<file path="src/rtl/lif_neuron_pkg.sv">
// Shared definitions for the leaky integrate-and-fire neuron.
//   - default parameter values for the neuron and its interface
//   - lif_state_t: neuron FSM state encoding (INTEG / REFRAC)
//   - clamp_u: saturate a signed value into the range [0, hi]
package lif_neuron_pkg;

   localparam int N_IN_DEF       = 4;
   localparam int W_W_DEF        = 8;
   localparam int ACC_W_DEF      = 12;
   localparam int LEAK_SHIFT_DEF = 3;
   localparam int REFRAC_CYC_DEF = 2;

   typedef enum logic {
      INTEG  = 1'b0,
      REFRAC = 1'b1
   } lif_state_t;

   // Saturate both ends. The caller sign-extends into 32 bits and truncates
   // the result back to its own width, so one helper serves every ACC_W.
   function automatic logic [31:0] clamp_u(input logic signed [31:0] x,
                                           input logic        [31:0] hi);
      if (x < 32'sd0) begin
         return 32'd0;
      end
      if ($unsigned(x) > hi) begin
         return hi;
      end
      return $unsigned(x);
   endfunction

endpackage

</file>
<file path="src/rtl/lif_neuron_if.sv">
// Neuron bus: step qualifier, synaptic inputs and threshold towards the
// neuron, spike / membrane / refractory status back from it.
//   master : drives en, in_spikes, weights, threshold; observes outputs
//   slave  : the neuron itself
// Handshake: there is no valid/ready pair. en is a per-cycle step qualifier:
// a cycle with en=1 at a rising clock edge is one time step and consumes the
// inputs present at that edge; a cycle with en=0 freezes the neuron and
// forces spike low. The neuron can never stall, so there is no ready.
interface lif_neuron_if
   import lif_neuron_pkg::*;
#(
   parameter int N_IN  = N_IN_DEF,
   parameter int W_W   = W_W_DEF,
   parameter int ACC_W = ACC_W_DEF
);
   logic                   en;
   logic [N_IN-1:0]        in_spikes;
   logic [N_IN*W_W-1:0]    weights;
   logic [ACC_W-1:0]       threshold;
   logic                   spike;
   logic [ACC_W-1:0]       membrane;
   logic                   refractory;

   modport master (
      output en, in_spikes, weights, threshold,
      input  spike, membrane, refractory
   );

   modport slave (
      input  en, in_spikes, weights, threshold,
      output spike, membrane, refractory
   );
endinterface

</file>
<file path="src/rtl/lif_neuron_synapse_sum.sv">
// Combinational gated signed sum of synaptic weights.
//   in_spikes_i : bit i enables weight i
//   weights_i   : packed two's-complement weights, weight i at [i*W_W +: W_W]
//   syn_o       : signed sum, wide enough that N_IN full-scale weights never overflow
module lif_neuron_synapse_sum
   import lif_neuron_pkg::*;
#(
   parameter int N_IN  = N_IN_DEF,
   parameter int W_W   = W_W_DEF,
   parameter int SYN_W = W_W + $clog2(N_IN) + 1
) (
   input  logic [N_IN-1:0]          in_spikes_i,
   input  logic [N_IN*W_W-1:0]      weights_i,
   output logic signed [SYN_W-1:0]  syn_o
);

   logic signed [SYN_W-1:0] acc;

   always_comb begin
      acc = '0;
      for (int i = 0; i < N_IN; i++) begin
         if (in_spikes_i[i]) begin
            // Size cast of a signed operand sign-extends the weight.
            acc = acc + SYN_W'($signed(weights_i[i*W_W +: W_W]));
         end
      end
      syn_o = acc;
   end

endmodule

</file>
<file path="src/rtl/lif_neuron.sv">
// Leaky integrate-and-fire neuron.
//   clk     : rising-edge clock
//   rst_n   : asynchronous active-low reset
//   nrn     : neuron bus (slave side): en, in_spikes, weights, threshold in;
//             spike, membrane, refractory out (all outputs registered)
//   state_o : current FSM state for observation
// Each enabled step in INTEG: v <- clamp(v - (v >> LEAK_SHIFT) + syn). Reaching
// the threshold fires a one-cycle spike, zeroes v and spends REFRAC_CYC enabled
// steps in REFRAC ignoring inputs.
module lif_neuron
   import lif_neuron_pkg::*;
#(
   parameter int N_IN       = N_IN_DEF,
   parameter int W_W        = W_W_DEF,
   parameter int ACC_W      = ACC_W_DEF,
   parameter int LEAK_SHIFT = LEAK_SHIFT_DEF,
   parameter int REFRAC_CYC = REFRAC_CYC_DEF
) (
   input  logic        clk,
   input  logic        rst_n,
   lif_neuron_if.slave nrn,
   output lif_state_t  state_o
);

   localparam int SYN_W = W_W + $clog2(N_IN) + 1;
   localparam int T_W   = ACC_W + 2;
   localparam int CNT_W = (REFRAC_CYC > 0) ? $clog2(REFRAC_CYC + 1) : 1;
   localparam logic [31:0] ACC_MAX = 32'((64'd1 << ACC_W) - 64'd1);

   lif_state_t               state_q, state_d;
   logic [ACC_W-1:0]         v_q, v_d;
   logic                     spike_q, spike_d;
   logic [CNT_W-1:0]         cnt_q, cnt_d;

   logic signed [SYN_W-1:0]  syn;
   logic [ACC_W-1:0]         leak;
   logic signed [T_W-1:0]    t;
   logic [ACC_W-1:0]         v_n;
   logic                     fire;

   lif_neuron_synapse_sum #(
      .N_IN  (N_IN),
      .W_W   (W_W),
      .SYN_W (SYN_W)
   ) u_syn (
      .in_spikes_i (nrn.in_spikes),
      .weights_i   (nrn.weights),
      .syn_o       (syn)
   );

   // A zero shift would leak the whole potential, so LEAK_SHIFT==0 means no leak.
   assign leak = (LEAK_SHIFT == 0) ? '0 : (v_q >> LEAK_SHIFT);

   // v - leak is never negative; two guard bits hold both the overshoot above
   // 2^ACC_W-1 and the undershoot below 0 before clamping.
   assign t    = $signed({2'b00, v_q - leak}) + T_W'(syn);
   assign v_n  = ACC_W'(clamp_u(32'(t), ACC_MAX));
   assign fire = (v_n >= nrn.threshold);

   // State register (plus datapath registers)
   always_ff @(posedge clk or negedge rst_n) begin
      if (!rst_n) begin
         state_q <= INTEG;
         v_q     <= '0;
         spike_q <= 1'b0;
         cnt_q   <= '0;
      end else begin
         state_q <= state_d;
         v_q     <= v_d;
         spike_q <= spike_d;
         cnt_q   <= cnt_d;
      end
   end

   // Next-state logic
   always_comb begin
      state_d = state_q;
      if (nrn.en) begin
         unique case (state_q)
            INTEG:  if (fire && (REFRAC_CYC != 0)) state_d = REFRAC;
            REFRAC: if (cnt_q == CNT_W'(1))        state_d = INTEG;
            default: state_d = INTEG;
         endcase
      end
   end

   // Output / datapath logic
   always_comb begin
      v_d     = v_q;
      spike_d = 1'b0;
      cnt_d   = cnt_q;
      if (nrn.en) begin
         unique case (state_q)
            INTEG: begin
               if (fire) begin
                  v_d     = '0;
                  spike_d = 1'b1;
                  // With REFRAC_CYC==0 this loads 0 and the FSM stays in INTEG.
                  cnt_d   = CNT_W'(REFRAC_CYC);
               end else begin
                  v_d = v_n;
               end
            end
            REFRAC: begin
               v_d   = '0;
               cnt_d = cnt_q - CNT_W'(1);
            end
            default: begin
               v_d   = '0;
               cnt_d = '0;
            end
         endcase
      end
   end

   assign nrn.spike      = spike_q;
   assign nrn.membrane   = v_q;
   assign nrn.refractory = (state_q == REFRAC);
   assign state_o        = state_q;

endmodule

</file>
<file path="src/flat_wrapper.sv">
// flat-port wrapper written by rule: the top's interface ports become plain ports
module lif_neuron_flat import lif_neuron_pkg::*;
#(
   parameter int N_IN       = N_IN_DEF,
   parameter int W_W        = W_W_DEF,
   parameter int ACC_W      = ACC_W_DEF,
   parameter int LEAK_SHIFT = LEAK_SHIFT_DEF,
   parameter int REFRAC_CYC = REFRAC_CYC_DEF
)
  (clk, rst_n, state_o, nrn_en, nrn_in_spikes, nrn_weights, nrn_threshold, nrn_spike, nrn_membrane, nrn_refractory);
  lif_neuron_if #(.N_IN(N_IN), .W_W(W_W), .ACC_W(ACC_W)) nrn_i ();
  input  logic clk;
  input  logic rst_n;
  output lif_state_t state_o;
  input wire logic [$bits(nrn_i.en)-1:0] nrn_en;
  input wire logic [$bits(nrn_i.in_spikes)-1:0] nrn_in_spikes;
  input wire logic [$bits(nrn_i.weights)-1:0] nrn_weights;
  input wire logic [$bits(nrn_i.threshold)-1:0] nrn_threshold;
  output wire logic [$bits(nrn_i.spike)-1:0] nrn_spike;
  output wire logic [$bits(nrn_i.membrane)-1:0] nrn_membrane;
  output wire logic [$bits(nrn_i.refractory)-1:0] nrn_refractory;
  assign nrn_i.en = nrn_en;
  assign nrn_i.in_spikes = nrn_in_spikes;
  assign nrn_i.weights = nrn_weights;
  assign nrn_i.threshold = nrn_threshold;
  assign nrn_spike = nrn_i.spike;
  assign nrn_membrane = nrn_i.membrane;
  assign nrn_refractory = nrn_i.refractory;
  lif_neuron #(.N_IN(N_IN), .W_W(W_W), .ACC_W(ACC_W), .LEAK_SHIFT(LEAK_SHIFT), .REFRAC_CYC(REFRAC_CYC)) u_core (.clk(clk), .rst_n(rst_n), .nrn(nrn_i), .state_o(state_o));
endmodule
</file>
<file path="config.mk">
export PLATFORM = sky130hd
export DESIGN_NAME = lif_neuron_flat
export DESIGN_NICKNAME = d
export VERILOG_FILES = /design/src/rtl/lif_neuron_pkg.sv /design/src/rtl/lif_neuron_if.sv /design/src/rtl/lif_neuron_synapse_sum.sv /design/src/rtl/lif_neuron.sv /design/src/flat_wrapper.sv
export SDC_FILE = /design/constraint.sdc
export NUM_CORES = 1
export LEC_CHECK = 0
export ABC_AREA = 1
export CELL_PAD_IN_SITES_DETAIL_PLACEMENT = 1
export CELL_PAD_IN_SITES_GLOBAL_PLACEMENT = 2
export CORE_MARGIN = 2
export CORE_UTILIZATION = 29
export DETAILED_ROUTE_END_ITERATION = 16
export HOLD_SLACK_MARGIN = 0.1
export PLACE_DENSITY_LB_ADDON = 0.1
export SYNTH_ARGS = -nofsm -noshare
export SYNTH_HDL_FRONTEND = slang
export SYNTH_SLANG_ARGS = --single-unit
</file>
<file path="constraint.sdc">
create_clock -name clk -period 5.23 [get_ports clk]
set_input_delay 0.523 -clock clk [delete_from_list [all_inputs] [get_ports clk]]
set_output_delay 0.523 -clock clk [all_outputs]
set_load 0.01 [all_outputs]
</file>
==> results.txt <==
status -> finished with violations
failing checks -> negative setup slack
Nets -> 952
first-pass GRT wire length -> 24400 µm
area occupied by multi-input gates -> 3530 µm²
Peak VDD IR -> 0.488 mV
synthesized area -> 3790 µm²
DRC Markers -> 0
GRT met2 Usage -> 37.8%
met1 Use GR -> 27.9%
RSZ-0062 raised after global routing -> true
MaxCap Viol Count -> 0
share of post-route cells with drive strength above 1 -> 39.3%
vias in the first global route -> 5170
final hold slack -> 0.513 ns
global route total overflow -> 0
clk buf depth -> 2
Synth Warn # -> 0
Hold WC Path Type -> flop to flop
FP Rows -> 41
Diodes inserted -> 0
final period utilization -> 131%
Sinks on Clock Net -> 16
antenna viol nets, final -> 0
initial antenna violation count -> 0
DR vias/cell -> 4.69
initial core utilization -> 29.9%
Final setup viols -> 16
Post-synth EDFFs -> 0
CP required -> 5.42 ns
Seq cells post-synth -> 16
Leak Pwr -> 3.50 nW
largest net degree at the start of global routing -> 18
commonest register cell after synthesis -> dfrtp_1
io pins -> 66
Worst Setup Start Kind -> input pin
Core Region -> 12700 µm²
placed cell count -> 971
Slew @ Worst Pin -> 0.751 ns
via count -> 4722
Setup crit end kind -> flop
hold_buf cts -> 0
Max Clock Freq -> 146 MHz
DRT iter0 DRCs -> 94
slew margin rel. -> 49.8%
Setup CP Type -> input pin to flop
Distinct cells, synth -> 37
wire length per cell -> 14.5 µm
H-Tree Depth -> 1
CTS tree -> done
FFs w/ async S/R, synth -> 100%
Syn Inst Count -> 597
most used cell, CP -> nand2_1
Worst Skew -> 0.00492 ns
minimum clock period -> 6.86 ns
critical path fanouts, max -> 6
fillers -> 1645
Worst-Skew Late Latency -> 0.25 ns
die area -> 14000 µm²
HPWL Detailed -> 11600 µm
Worst Slack Setup Final -> -1.63 ns
Die Span Y -> 118 µm
CP max stage delay -> 0.48 ns
Total Routing Usage GR -> 20.7%
CTS buffer count -> 3
Worst Path Arrival -> 7.05 ns
final cell count without fillers -> 1007
Seq/Total Area, Yosys -> 10.6%
Hold Vio Cnt, Final -> 0
Top Usage Layer GRT -> met2
IO buf count -> 65
Area growth syn-to-layout -> 75.6%
CTS clk-pin slew, worst paths -> 0.06 ns
GPL Wtd Cong -> 0.819
Slew Viols, Final -> 0
first-pass detailed-route iteration total -> 4
Setup TNS Final -> -25.79 ns
die width -> 118 µm
Avg Cell Area, Syn -> 6.35 µm²
Synth Net Count -> 713
Root Driver -> clkbuf_16
power per cell area -> 730 nW/µm²
GRT met3 Usage -> 0.820%
Reg area -> 400 µm²
WL final -> 14600 µm
Worst path slowest cell -> clkdlybuf4s50_1
path summary, 6_finish.rpt:
path                                         from                      to  slack, ns  depth (start not counted)
max reg2reg                u_core.nrn.membrane[0]  u_core.nrn.membrane[8]       0.12                         36
min                               u_core.cnt_q[0]         u_core.cnt_q[0]       0.51                          1
min in group asynchronous                   rst_n  u_core.nrn.membrane[7]       0.72                          1
max in group asynchronous                   rst_n  u_core.nrn.membrane[5]       4.04                          1
max                                nrn_weights[2]  u_core.nrn.membrane[8]      -1.63                         55
min reg2reg                       u_core.cnt_q[0]         u_core.cnt_q[0]       0.51                          1
registers in the layout (all words and copies together) (netlist names):
name	cells
u_core.nrn.refractory	1
u_core.cnt_q	2
u_core.nrn.membrane	12
u_core.nrn.spike	1
cells in the final DEF, fill, tap and decap left out, types with 3 or more instances in the layout:
| master | count |
|---|---|
| buf_4 | 175 |
| nand2_1 | 131 |
| inv_1 | 92 |
| clkdlybuf4s50_1 | 60 |
| ha_1 | 44 |
| a21oi_1 | 34 |
| nand3_2 | 31 |
| nand2_2 | 26 |
| nand3_1 | 23 |
| xor2_1 | 20 |
| nor2_1 | 19 |
| o21ai_0 | 17 |
| dfrtp_1 | 16 |
| ha_4 | 15 |
| inv_2 | 14 |
| xnor2_1 | 13 |
| o21ai_1 | 10 |
| nand2_4 | 9 |
| nor2_2 | 7 |
| a21oi_2 | 7 |
| o21ai_2 | 7 |
| a31oi_1 | 4 |
| o21bai_1 | 4 |
| fa_1 | 4 |
| buf_6 | 4 |
| nand3_4 | 3 |
| nand4_1 | 3 |
| a21oi_4 | 3 |
| a21o_1 | 3 |
| clkbuf_16 | 3 |
per-stage QoR:
step                      worst slack [ns]  instance area [µm²]  util [%]  power [W]
after floorplan                      -1.44                 3950         -    0.00245
after global placement               -2.45                 5840      46.1    0.00401
after detailed placement             -2.70                 5840      46.1    0.00413
after CTS                            -1.74                 6340      50.1    0.00465
after global routing                 -2.13                 6650      52.5    0.00537
final                                -1.63                 6650      52.5    0.00486
synth_stat cells, drive strengths merged (2+ instances only):
cell type  count  area, µm²
a31oi          6       37.5
nand2        165        662
nand4          3       18.8
a21boi         2       15.0
dfrtp         16        400
o22ai          2       12.5
nor2          28        108
xnor2         13        114
a21oi         44        220
clkbuf         2       7.51
a21o           3       22.5
o21bai         5       37.5
nor3           3       15.0
inv          106        398
o21ai         36        180
buf            9       71.3
fa             5        100
xor2          21        184
nand3         57        360
or2            4       25.0
ha            60        751
metal layers:
layer  up-vias  routed length, µm
li1       2405                  -
met1      2271               6960
met2        38               7390
met3         8                203
met4         0                 72
met5         -                  0
logic make-up (layout without fill, tap and decap cells):
logic type      after synthesis  count (layout)  share of synthesized area, %
xor+xnor                     34              34                          7.86
buf+inv                     118             355                          12.7
compound gates              102             102                          14.7
flops                        16              16                          10.6
fa+ha+maj                    65              65                          22.5
simple gates                262             263                          31.7
layout make-up:
type | count | area share, %
timing repair buffer | 244 | 30.2
multi-input combinational | 464 | 53.1
tap | 172 | 3.23
inverter | 107 | 6.04
sequential | 16 | 6.02
clock buffer | 4 | 1.34
report_power, final:
group          internal (W)  leakage [nW]  switching, W
Combinational       0.00214          3.25       0.00235
Clock              0.000116        0.0442     0.0000532
Sequential         0.000163         0.211     0.0000364
Total               0.00242          3.50       0.00244
repair_timing:
item,4_1_cts,5_1_grt
gates cloned,2,0
resized for setup,65,58
pin swaps,58,67
buffers inserted,22,10
endpoints found under the setup margin,16,16
worst max-delay path, delay by kind of cell:
kind / cells / cell delay (ns)
AND/OR/NAND/NOR: 28 / 2.53
buffers and inverters: 9 / 1.24
AO/OA/AOI/OAI: 14 / 1.73
adder cells (fa/ha/maj): 4 / 1.01
Note: power is estimated with default switching activity, not from simulation.
